<file path="config.mk">
export PLATFORM = sky130hd
export DESIGN_NAME = rd_bank_arbiter
export DESIGN_NICKNAME = d
export VERILOG_FILES = /design/src/rtl/rd_bank_arbiter.sv
export SDC_FILE = /design/constraint.sdc
export NUM_CORES = 1
export LEC_CHECK = 0
export ABC_CLOCK_PERIOD_IN_PS = 10900
export CORE_UTILIZATION = 51
export DETAILED_ROUTE_END_ITERATION = 10
export DONT_BUFFER_PORTS = 1
export PLACE_DENSITY = 0.74
export SYNTH_ARGS = -nofsm -noshare
export SYNTH_HDL_FRONTEND = slang
export SYNTH_SLANG_ARGS = --single-unit
</file>
<file path="constraint.sdc">
create_clock -name aclk -period 10.9 [get_ports aclk]
set_input_delay 2.725 -clock aclk [delete_from_list [all_inputs] [get_ports aclk]]
set_output_delay 2.725 -clock aclk [all_outputs]
set_load 0.05 [all_outputs]
</file>
<file path="src/rtl/rd_bank_arbiter.sv">
// rd_bank_arbiter
// Per-bank read arbiter placed in front of the banked memory read ports.
// Every cycle at most one read is accepted per bank. Same-bank conflicts are
// resolved by a per-bank round-robin pointer, and banks owned by the write
// side are held off. Losing agents see req_ready low and must keep their
// request stable. Accepted reads are issued one cycle later on m_rden/m_bank.
//
// Ports
//   aclk, areset   clock (rising edge), asynchronous active-high reset
//   req_valid      per-agent read request
//   req_bank       per-agent bank index, agent i at [i*SELECT_WIDTH +: SELECT_WIDTH]
//   req_ready      per-agent grant (combinational)
//   bank_wr_busy   per-bank write ownership; a busy bank grants nobody
//   m_rden         registered read enable toward the memory
//   m_bank         registered bank index, zero for agents not granted
//   collision      registered: some valid request was stalled last cycle
//   stall_cnt      saturating count of cycles with at least one stall
//   stall_clr      synchronous clear of stall_cnt (wins over increment)
module rd_bank_arbiter #(
  parameter int NB_RDAGENT   = 2,
  parameter int SELECT_WIDTH = 4,
  parameter int NB_BANK      = 16,
  parameter int CNT_WIDTH    = 16
) (
  input  logic                               aclk,
  input  logic                               areset,
  input  logic [NB_RDAGENT-1:0]              req_valid,
  input  logic [NB_RDAGENT*SELECT_WIDTH-1:0] req_bank,
  output logic [NB_RDAGENT-1:0]              req_ready,
  input  logic [NB_BANK-1:0]                 bank_wr_busy,
  output logic [NB_RDAGENT-1:0]              m_rden,
  output logic [NB_RDAGENT*SELECT_WIDTH-1:0] m_bank,
  output logic                               collision,
  output logic [CNT_WIDTH-1:0]               stall_cnt,
  input  logic                               stall_clr
);

  localparam int PW = (NB_RDAGENT > 1) ? $clog2(NB_RDAGENT) : 1;

  logic [NB_RDAGENT-1:0][SELECT_WIDTH-1:0] bank_sel;
  assign bank_sel = req_bank;

  logic [NB_BANK-1:0][PW-1:0]                ptr_q, ptr_d;
  logic [NB_RDAGENT-1:0]                     m_rden_q, m_rden_d;
  logic [NB_RDAGENT-1:0][SELECT_WIDTH-1:0]   m_bank_q, m_bank_d;
  logic                                      collision_q, collision_d;
  logic [CNT_WIDTH-1:0]                      stall_cnt_q, stall_cnt_d;
  logic [NB_RDAGENT-1:0]                     grant;
  logic                                      stall;

  // Position of agent j in the round-robin order that starts at agent p.
  function automatic int rr_dist(input int j, input int p);
    return (j >= p) ? (j - p) : (j + NB_RDAGENT - p);
  endfunction

  // Grant: valid, bank in range and not write-owned, and no same-bank valid
  // agent sits ahead in that bank's round-robin order.
  always_comb begin
    grant = '0;
    for (int i = 0; i < NB_RDAGENT; i++) begin
      int  b;
      int  p;
      logic blocked;
      b       = int'(bank_sel[i]);
      p       = 0;
      blocked = 1'b0;
      if (req_valid[i] && (b < NB_BANK)) begin
        p = int'(ptr_q[b]);
        if (!bank_wr_busy[b]) begin
          for (int j = 0; j < NB_RDAGENT; j++) begin
            if ((j != i) && req_valid[j] && (bank_sel[j] == bank_sel[i]) &&
                (rr_dist(j, p) < rr_dist(i, p)))
              blocked = 1'b1;
          end
          grant[i] = !blocked;
        end
      end
    end
  end

  assign req_ready = grant;
  assign stall     = |(req_valid & ~grant);

  // Pointer moves past the winner only when the bank was actually contended
  // and free; a lone requester leaves the order untouched.
  always_comb begin
    ptr_d = ptr_q;
    for (int b = 0; b < NB_BANK; b++) begin
      int cnt;
      int winner;
      cnt    = 0;
      winner = 0;
      for (int i = 0; i < NB_RDAGENT; i++) begin
        if (req_valid[i] && (int'(bank_sel[i]) == b)) begin
          cnt = cnt + 1;
          if (grant[i]) winner = i;
        end
      end
      if ((cnt >= 2) && !bank_wr_busy[b])
        ptr_d[b] = PW'((winner + 1) % NB_RDAGENT);
    end
  end

  always_comb begin
    m_rden_d    = req_valid & grant;
    m_bank_d    = '0;
    for (int i = 0; i < NB_RDAGENT; i++)
      if (req_valid[i] && grant[i]) m_bank_d[i] = bank_sel[i];
    collision_d = stall;
    stall_cnt_d = stall_cnt_q;
    if (stall_clr)
      stall_cnt_d = '0;
    else if (stall && (stall_cnt_q != {CNT_WIDTH{1'b1}}))
      stall_cnt_d = stall_cnt_q + 1'b1;
  end

  always_ff @(posedge aclk or posedge areset) begin
    if (areset) begin
      ptr_q       <= '0;
      m_rden_q    <= '0;
      m_bank_q    <= '0;
      collision_q <= 1'b0;
      stall_cnt_q <= '0;
    end else begin
      ptr_q       <= ptr_d;
      m_rden_q    <= m_rden_d;
      m_bank_q    <= m_bank_d;
      collision_q <= collision_d;
      stall_cnt_q <= stall_cnt_d;
    end
  end

  assign m_rden    = m_rden_q;
  assign m_bank    = m_bank_q;
  assign collision = collision_q;
  assign stall_cnt = stall_cnt_q;

`ifndef SYNTHESIS
  for (genvar i = 0; i < NB_RDAGENT; i++) begin : g_chk_agent
    a_bank_range: assert property (@(posedge aclk) disable iff (areset)
      req_valid[i] |-> (int'(bank_sel[i]) < NB_BANK));
    a_hold: assert property (@(posedge aclk) disable iff (areset)
      (req_valid[i] && !grant[i]) |=> (req_valid[i] && $stable(bank_sel[i])));
    for (genvar j = i + 1; j < NB_RDAGENT; j++) begin : g_chk_pair
      a_one_per_bank: assert property (@(posedge aclk) disable iff (areset)
        !(m_rden_q[i] && m_rden_q[j] && (m_bank_q[i] == m_bank_q[j])));
    end
  end
`endif

endmodule

</file>
Word-level counts from Yosys, hierarchy flattened
Cells that the tools add are included.
Cells by class
  reductions and logical operators: 77
  add/subtract/negate cells: 39
  mux-type cells: 73
  multipliers: 0
  magnitude comparators: 22
  div/mod/pow operators: 0
  equal/unequal tests: 33
  bitwise gates (word level): 3
  shifts and indexed selects: 0
Operator list (count)
  32-bit two-way mux: 18
  32-bit by 2-bit adder with 32-bit output (second input constant): 16
  32-bit by 3-bit greater-or-equal comparator with 1-bit output (second input constant): 16
  4-bit == test (second input constant): 16
  1-bit logical AND: 55
  1-bit two-way mux: 47
  4-bit by 3-bit == test with 1-bit output (second input constant): 8
  2-bit by 32-bit less-than comparator with 1-bit output: 1
  32-bit less-than comparator: 1
  16-bit two-way mux: 2
  1-bit zero test: 18
  1-bit adder (second input constant): 16
  16-bit by 1-bit adder with 16-bit output (second input constant): 1
  1-bit binary-select mux with 4-bit select: 4
  4-bit by 2-bit == test with 1-bit output (second input constant): 4
  16-bit != test (second input constant): 1
  4-bit by 5-bit less-than comparator with 1-bit output (second input constant): 2
  4-bit by 1-bit == test with 1-bit output (second input constant): 2
  4-bit == test: 2
  4-bit zero test: 2
  4-bit two-way mux: 2
  1-bit by 1-bit subtractor with 2-bit output (first input constant): 4
  2-bit by 1-bit subtractor with 3-bit output (first input constant): 2
  2-bit AND: 2
  other kinds (4): 5
Word-level totals
  memories kept: 0
  RAM bits: 0
  bits in registers: 43
  latch bits: 0
  memory bits (read-only): 0
  output and inout bits: 29
  word-level logic and storage cells: 268

Depth between registers and ports, before layout
Gate-level depths: netlist (run 1).
  word-level depth: 18
  gate-level depth with buffers: 10

Least setup slack after synthesis (run 1)
OpenSTA, ideal clock, no wires.
  kind: input to output
  start point: input req_bank[4]
  end point: output req_ready[1]
  path slack: 3236 ps
  cell stages on the path: 9
  data required time: 8175 ps
  arrival: 4939 ps
  cells stage by stage: buf_2 -> buf_6 -> mux4_2 -> nand3_1 -> nand3_1 -> a31oi_1 -> nand2_1 -> clkinv_1 -> buf_1
Between the ends
  cells in the longest elaborated chain, start to end: 12
  elaborated cells on any way between the ends: 19
  those cells by class: add/sub (3); order compare (2); eq/ne (1); mux (10); reduce/logical (3)
RTL lines
  from (decl): RTL line 28  | input logic [NB_RDAGENT*SELECT_WIDTH-1:0] req_bank,
  1-bit binary-select mux with 4-bit select: RTL line 68  | p = int'(ptr_q[b]);
  1-bit two-way mux (not written as such): RTL line 68
  2-bit by 1-bit subtractor with 3-bit output (tied with other cells): RTL line 53  | return (j >= p) ? (j - p) : (j + NB_RDAGENT - p);
  32-bit two-way mux: RTL line 53
  32-bit less-than comparator: RTL line 72  | (rr_dist(j, p) < rr_dist(i, p)))
  1-bit logical AND: RTL line 71  | if ((j != i) && req_valid[j] && (bank_sel[j] == bank_sel[i]) &&
  1-bit two-way mux: RTL line 71
  1-bit two-way mux: RTL line 69  | if (!bank_wr_busy[b]) begin
  1-bit two-way mux: RTL line 67  | if (req_valid[i] && (b < NB_BANK)) begin
  1-bit zero test: RTL line 75  | grant[i] = !blocked;
  1-bit two-way mux *: RTL line 69
  1-bit two-way mux *: RTL line 67
  to (decl): RTL line 29  | output logic [NB_RDAGENT-1:0] req_ready,
Every way passes the cells marked *; elsewhere a longest branch is shown, timed or not. The select of a mux whose other input is x is not followed.

Worst setup path after layout (run 1)
  start point: input req_bank[0]
  end point: output req_ready[0]
Between the ends
  cells in the longest elaborated chain, start to end: 12
  elaborated cells on any way between the ends: 19
  those cells by class: add/sub (3); order compare (2); eq/ne (1); mux (10); reduce/logical (3)
RTL lines (RTL line)
  1-bit binary-select mux with 4-bit select: 68
  1-bit two-way mux (not written as such): 68
  2-bit by 1-bit subtractor with 3-bit output (tied with other cells): 53
  32-bit two-way mux: 53
  2-bit by 32-bit less-than comparator with 1-bit output: 72
  1-bit logical AND: 71
  1-bit two-way mux: 71
  1-bit two-way mux: 69
  1-bit two-way mux: 67
  1-bit zero test: 75
  1-bit two-way mux *: 69
  1-bit two-way mux *: 67
Marked as above.

==> impl_metrics.json, run 1 <==
{
  "maxSlewViolCount": 0,
  "layout-drive-gt1-share_pct": 12.89,
  "clock_tree.root_cell": "sky130_fd_sc_hd__clkbuf_8",
  "postSynthRegisterBits": 43,
  "core_area_sq_um": 4817,
  "placementRows": 25,
  "power_per_cell_area_nw_per_um2": 130.8,
  "critPathKind": "in -> out",
  "synth-edff-count": 0,
  "timing.max_slew.rel_slack_pct": 26.77,
  "gp_routability_congestion": 0.8287,
  "synth_compound_area_share_pct": 11.36,
  "totalPowerFinal_uw": 355.7,
  "die-height_um": 73.23,
  "worst_ep_required_time_ns": 8.18,
  "post_synth_instance_area_sq_um": 2587,
  "totalNegativeSetupSlack_ns": 0,
  "floorplan.initialDensity_pct": 53.71,
  "cts.sinks": 43,
  "final.min_clock_period_ns": 7.499,
  "synth-simple-area-share_pct": 23.16,
  "routed-via-count": 1983,
  "ctsHtreeMaxLevel": 2,
  "post_cts_hold_buffer_count": 0,
  "postSynth.topFlopCell": "sky130_fd_sc_hd__dfrtp_1",
  "rsz_0062_raised_after_global_routing": "false",
  "post_synth.cell_area_avg_sq_um": 9.838,
  "critical_path_peak_fanout": 14,
  "synth_mux_area_share_pct": 17.79,
  "drc_violation_total_after_the_first_tritonroute_iteration": 149,
  "clk_transition_reported_paths_ns": 0.09,
  "track_usage_pct": 23.62,
  "critPathLaunch": "req_bank[0]",
  "post_cts.resized_instances": 0,
  "die-width_um": 73.23,
  "timing.final.hold_violations": 0,
  "r2r_cells": 7,
  "number_of_library_cell_types_mapped_by_synthesis": 41,
  "synth_adder_area_share_pct": 0.4836,
  "clkLatencyLatePin_ns": 0.30,
  "max_freq_mhz": 133.4,
  "layout.nets": 285,
  "setup_viol_count_final": 0,
  "reg2reg_to": "ptr_q[14]$_DFFE_PP0P_",
  "async_reset_ff_share_pct": 100.0,
  "category_of_the_worst_setup_path_capture_point": "output port",
  "number_of_antenna_violations_at_the_first_check_in_global_routing": 0,
  "area_share_of_xor_xnor_cells_in_the_synthesized_design_pct": 1.354,
  "critPathArrivalTime_ns": 4.77,
  "result_of_the_run": "complete, no violations",
  "main_combinational_cell_family_by_area_after_synthesis": "simple AND/OR/NAND/NOR gates",
  "floorplan.io_pins": 58,
  "timing.rr.start": "ptr_q[11]$_DFFE_PP0P_",
  "syn-instance-count": 263,
  "first_pass_grt_wire_length_um": 9522,
  "postRouteAntennaNets": 0,
  "die_area_sq_um": 5363,
  "bufs_on_longest_clock_path": 2,
  "worstSetupEndpoint": "req_ready[0]",
  "layout-area-overhead-vs-synth_pct": 5.126,
  "worstMarginPinSlew_ns": 1.094,
  "power_leakage_uw": 0.001138,
  "total_inserted_antenna_cells": 0,
  "wl_per_cell_um": 17.89,
  "finalCritPeriodShare_pct": 68.80,
  "routed_wl_um": 5778,
  "cts_setup_buffers": 0,
  "globalRoute.totalOverflow": 0,
  "portBuffers": 0,
  "cts-buffers-inserted": 5,
  "ff2ff_setup_slack_ns": 8.14,
  "routed_via_density": 6.139,
  "synth_seq_area_share_pct": 41.59,
  "dp.final_hpwl_um": 4036,
  "grt_max_degree": 44,
  "first_global_vias": 1940,
  "synth_fp_nets": 293,
  "synth_warnings": 0,
  "start_kind": "input port",
  "cts_tree": "built",
  "post-route-drc-count": 0,
  "worstHoldPathType": "reg -> reg",
  "finalClockSkew_ns": 0.01230,
  "drt_first_pass_iters": 4,
  "cap_viol_max_count": 0,
  "power.ir.vdd_worst_v": 0.00005659
}
kinds of logic after synthesis:
family          Yosys count
simple gates            117
compound gates           46
buf+inv                  25
xor+xnor                  4
flops                    43
mux                      27
fa+ha+maj                 1
worst max-delay path: stages:
cell and delay, ns:
sky130_fd_sc_hd__mux4_2 0.48, sky130_fd_sc_hd__mux4_2 0.48, sky130_fd_sc_hd__a31o_2 0.26, sky130_fd_sc_hd__nor2_1 0.83
sequential cells by signal (all words and copies together) (netlist names):
| register | flops |
|---|---|
| stall_cnt | 16 |
| m_rden | 2 |
| m_bank | 8 |
| ptr_q | 16 |
| collision | 1 |
layer usage:
layer	track usage, %	wire, um	up-vias	share of wire [%]
li1	-	-	945	-
met1	32.67	2412	945	42
met2	35.80	2752	88	48
met3	6.906	558	5	9.7
met4	7.625	55	0	0.95
met5	0	0	-	0
area by class of cell:
type / instances / area [sq um]
clock inverters: 2 / 35.03
inverters: 9 / 33.78
flip-flops and latches: 43 / 1076
well taps: 67 / 83.83
fillers: 428 / 2097
multi-input cells: 195 / 1401
clock buffers: 6 / 82.58
repair buffers: 1 / 7.507
per-stage QoR:
stage	setup slack (ns)	hold WS (ns)	cell area (sq um)	instances	util (%)
3_3_place_gp	3.418	0.5303	2603	315	54.03
6_report	3.401	0.5575	2720	323	56.47
4_1_cts	3.416	0.5639	2720	323	56.47
2_1_floorplan	3.236	0.5058	2587	263	-
5_1_grt	3.359	0.6070	2720	323	56.47
3_5_place_dp	3.420	0.5448	2603	315	54.03
worst min-delay path by stage:
| stage | from | cells past startpoint | slack [ns] | to |
|---|---|---|---|---|
| 3_5_place_dp | ptr_q[3]$_DFFE_PP0P_ | 2 | 0.54 | ptr_q[3]$_DFFE_PP0P_ |
| 3_3_place_gp | ptr_q[3]$_DFFE_PP0P_ | 2 | 0.53 | ptr_q[3]$_DFFE_PP0P_ |
| 4_1_cts | ptr_q[5]$_DFFE_PP0P_ | 2 | 0.56 | ptr_q[5]$_DFFE_PP0P_ |
| 5_1_grt | ptr_q[1]$_DFFE_PP0P_ | 2 | 0.61 | ptr_q[1]$_DFFE_PP0P_ |
| 6_report | ptr_q[3]$_DFFE_PP0P_ | 2 | 0.56 | ptr_q[3]$_DFFE_PP0P_ |
| 2_1_floorplan | ptr_q[15]$_DFFE_PP0P_ | 2 | 0.51 | ptr_q[15]$_DFFE_PP0P_ |
power by group:
group / switching, uW / internal, uW / leakage (uW)
Sequential: 20.4 / 165 / 0.000589
Combinational: 22.3 / 18.4 / 0.000487
Clock: 55.2 / 74.2 / 0.0000612
cell usage after synthesis (6+ instances only):
master / number / area (sq um)
sky130_fd_sc_hd__a21oi_1: 24 / 120.1
sky130_fd_sc_hd__and3_1: 11 / 68.82
sky130_fd_sc_hd__buf_2: 7 / 35.03
sky130_fd_sc_hd__clkbuf_1: 7 / 26.28
sky130_fd_sc_hd__dfrtp_1: 43 / 1076
sky130_fd_sc_hd__inv_1: 7 / 26.28
sky130_fd_sc_hd__mux4_2: 14 / 315.3
sky130_fd_sc_hd__nand2_1: 14 / 52.55
sky130_fd_sc_hd__nand3_1: 9 / 45.04
sky130_fd_sc_hd__nor2_1: 30 / 112.6
sky130_fd_sc_hd__nor2b_1: 10 / 62.56
sky130_fd_sc_hd__nor3_1: 19 / 95.09
sky130_fd_sc_hd__o31ai_1: 6 / 45.04
sky130_fd_sc_hd__or4_1: 6 / 45.04
placed cells by master, fill, tap and decap left out, drive strengths merged, types with 4 or more instances in the layout:
cell type  netlist  routed
mux4            14      14
mux2i            4       4
nand4            4       4
a21oi           24      24
nor2b           10      10
and2             5       5
nor2            30      30
clkbuf           7       6
xor2             4       4
inv              8       7
mux2             9       9
or4              6       6
dfrtp           43      43
nor3            19      19
o31ai            6       6
nand3            9       9
o21ai            4       4
nand2           14      14
and3            11      11
(Power assumes the default switching activity.)
==> run 2, diff against run 1 <==
--- a/config.mk
+++ b/config.mk
@@ -5,11 +5,11 @@
 export SDC_FILE = /design/constraint.sdc
 export NUM_CORES = 1
 export LEC_CHECK = 0
-export ABC_CLOCK_PERIOD_IN_PS = 10900
+export ABC_CLOCK_PERIOD_IN_PS = 6850
 export CORE_UTILIZATION = 51
 export DETAILED_ROUTE_END_ITERATION = 10
 export DONT_BUFFER_PORTS = 1
-export PLACE_DENSITY = 0.74
+export PLACE_DENSITY = 0.77
 export SYNTH_ARGS = -nofsm -noshare
 export SYNTH_HDL_FRONTEND = slang
 export SYNTH_SLANG_ARGS = --single-unit
==> constraint.sdc (replaced) <==
create_clock -name aclk -period 6.85 [get_ports aclk]
set_input_delay 1.7125 -clock aclk [delete_from_list [all_inputs] [get_ports aclk]]
set_output_delay 1.7125 -clock aclk [all_outputs]
set_load 0.05 [all_outputs]
==> run 2 against run 1 <==
- setup slack lost 1.8 ns
- routed wire length shrank 3.9%
- critical path depth grew 2
- clock power grew 18%
- final cell count grew 0.31%
- power grew 44%
- count of clock-buffer cells in the layout grew 1
- die area is the same
- global-route usage shrank 0.16 points
- clock skew shrank 0.0049 ns
- critical path type unchanged
==> impl_metrics.json, run 2 (synthesized netlist as in run 1, its figures left out) <==
{
  "clkLatencyLatePin_ns": 0.29,
  "number_of_antenna_violations_at_the_first_check_in_global_routing": 0,
  "layout.nets": 286,
  "die-width_um": 73.23,
  "timing.max_slew.rel_slack_pct": 43.99,
  "layout-area-overhead-vs-synth_pct": 4.013,
  "worstMarginPinSlew_ns": 0.8350,
  "setup_viol_count_final": 0,
  "final.min_clock_period_ns": 5.249,
  "category_of_the_worst_setup_path_capture_point": "output port",
  "bufs_on_longest_clock_path": 2,
  "end_of_the_worst_hold_path": "ptr_q[11]$_DFFE_PP0P_",
  "r2r_cells": 7,
  "layout.filler_cells": 443,
  "cts-buffers-inserted": 5,
  "worstHoldPathType": "reg -> reg",
  "critPathArrivalTime_ns": 3.54,
  "grt_max_degree": 44,
  "max_freq_mhz": 190.5,
  "cts.sinks": 43,
  "finalCritPeriodShare_pct": 76.63,
  "floorplan.initialDensity_pct": 53.71,
  "cts_setup_buffers": 0,
  "die_area_sq_um": 5363,
  "mostFrequentLayoutCells": "sky130_fd_sc_hd__dfrtp_1 (43), sky130_fd_sc_hd__nor2_1 (30), sky130_fd_sc_hd__a21oi_1 (24)",
  "globalRoute.totalOverflow": 0,
  "reg2reg_to": "ptr_q[14]$_DFFE_PP0P_",
  "cap_viol_max_count": 0,
  "clock_tree.root_cell": "sky130_fd_sc_hd__clkbuf_8",
  "count_of_cells_along_the_worst_hold_path": 2,
  "timing.final.hold_violations": 0,
  "routed_wl_um": 5553,
  "critPathKind": "in -> out",
  "floorplan.io_pins": 58,
  "routed_via_density": 6.170,
  "drc_violation_total_after_the_first_tritonroute_iteration": 106,
  "routed-via-count": 1999,
  "cts_tree": "built",
  "critPathLaunch": "req_bank[4]",
  "timing.rr.start": "ptr_q[11]$_DFFE_PP0P_",
  "wl_per_cell_um": 17.14,
  "power.ir.vdd_worst_v": 0.0001213,
  "track_usage_pct": 23.46,
  "total_inserted_antenna_cells": 0,
  "result_of_the_run": "complete, no violations",
  "critical_path_peak_fanout": 18,
  "gp_routability_congestion": 0.8723,
  "first_pass_grt_wire_length_um": 9459,
  "final_common_cell": "sky130_fd_sc_hd__dfrtp_1",
  "power_per_cell_area_nw_per_um2": 190.2,
  "start_kind": "input port",
  "maxSlewViolCount": 0,
  "post_cts_hold_buffer_count": 0,
  "post_cts.resized_instances": 0,
  "postRouteAntennaNets": 0,
  "finalClockSkew_ns": 0.007408,
  "portBuffers": 0,
  "power_leakage_uw": 0.001124,
  "startpoint_of_the_lowest_slack_hold_path": "ptr_q[11]$_DFFE_PP0P_",
  "worst_ep_required_time_ns": 5.14,
  "utilization_pct": 55.87,
  "placementRows": 25,
  "layout-drive-gt1-share_pct": 12.45,
  "core_area_sq_um": 4817,
  "totalNegativeSetupSlack_ns": 0,
  "post-route-drc-count": 0,
  "clk_transition_reported_paths_ns": 0.07,
  "rsz_0062_raised_after_global_routing": "false",
  "dp.final_hpwl_um": 4011,
  "drt_first_pass_iters": 4,
  "first_global_vias": 1964,
  "die-height_um": 73.23,
  "ff2ff_setup_slack_ns": 4.20,
  "ctsHtreeMaxLevel": 2
}
## run 2: changes by cell type in the layout (fill, tap and decap cells not counted)
cell / delta
sky130_fd_sc_hd__clkbuf_1: +2
sky130_fd_sc_hd__buf_4: +1
sky130_fd_sc_hd__bufinv_16: -1
sky130_fd_sc_hd__clkbuf_8: -1
## run 2: worst max-delay path, stage by stage
cell and delay (ns):
sky130_fd_sc_hd__mux4_2 0.49, sky130_fd_sc_hd__a22oi_1 0.17, sky130_fd_sc_hd__nand3_1 0.09, sky130_fd_sc_hd__a31oi_1 0.47
sky130_fd_sc_hd__nand2_1 0.12, sky130_fd_sc_hd__clkinv_1 0.47
## run 2: where the power goes
part	internal (uW)	total (uW)	switching (uW)
sequential	263	295	32.6
combinational	30.0	64.8	34.8
clock	71.5	152	80.2
## run 2: final cells by class
class / count / area, sq um / area share (%)
well taps: 67 / 83.83 / 3.115
clock inverters: 1 / 5.005 / 0.1860
flip-flops and latches: 43 / 1076 / 39.98
repair buffers: 2 / 15.01 / 0.5579
multi-input cells: 195 / 1401 / 52.07
inverters: 9 / 33.78 / 1.255
clock buffers: 7 / 76.32 / 2.836
## run 2: worst max-delay path by stage
stage,endpoint,cells after the start
after floorplan,req_ready[1],9
after detailed placement,req_ready[1],6
final,req_ready[1],6
after global routing,req_ready[1],6
after CTS,req_ready[1],6
after global placement,req_ready[1],6
## run 2: through the flow
| stage | worst slack [ns] | instance area [sq um] | power, uW | cells | hold slack (ns) |
|---|---|---|---|---|---|
| after floorplan | 1.211 | 2587 | 364.1 | 263 | 0.5058 |
| after global placement | 1.677 | 2610 | 365.1 | 316 | 0.5359 |
| after detailed placement | 1.601 | 2610 | 366.3 | 316 | 0.5554 |
| after CTS | 1.593 | 2691 | 519.0 | 324 | 0.5750 |
| after global routing | 1.460 | 2691 | 538.3 | 324 | 0.6089 |
| final | 1.601 | 2691 | 512.0 | 324 | 0.5737 |
## run 2: routing by layer
| layer | vias to the layer above | part of all wire (%) | track usage (%) |
|---|---|---|---|
| met1 | 971 | 43 | 31.60 |
| met3 | 5 | 9.5 | 7.182 |
| met4 | 0 | 1.0 | 9.150 |
| met2 | 78 | 47 | 35.39 |
| met5 | - | 0 | 0 |
| li1 | 945 | - | - |
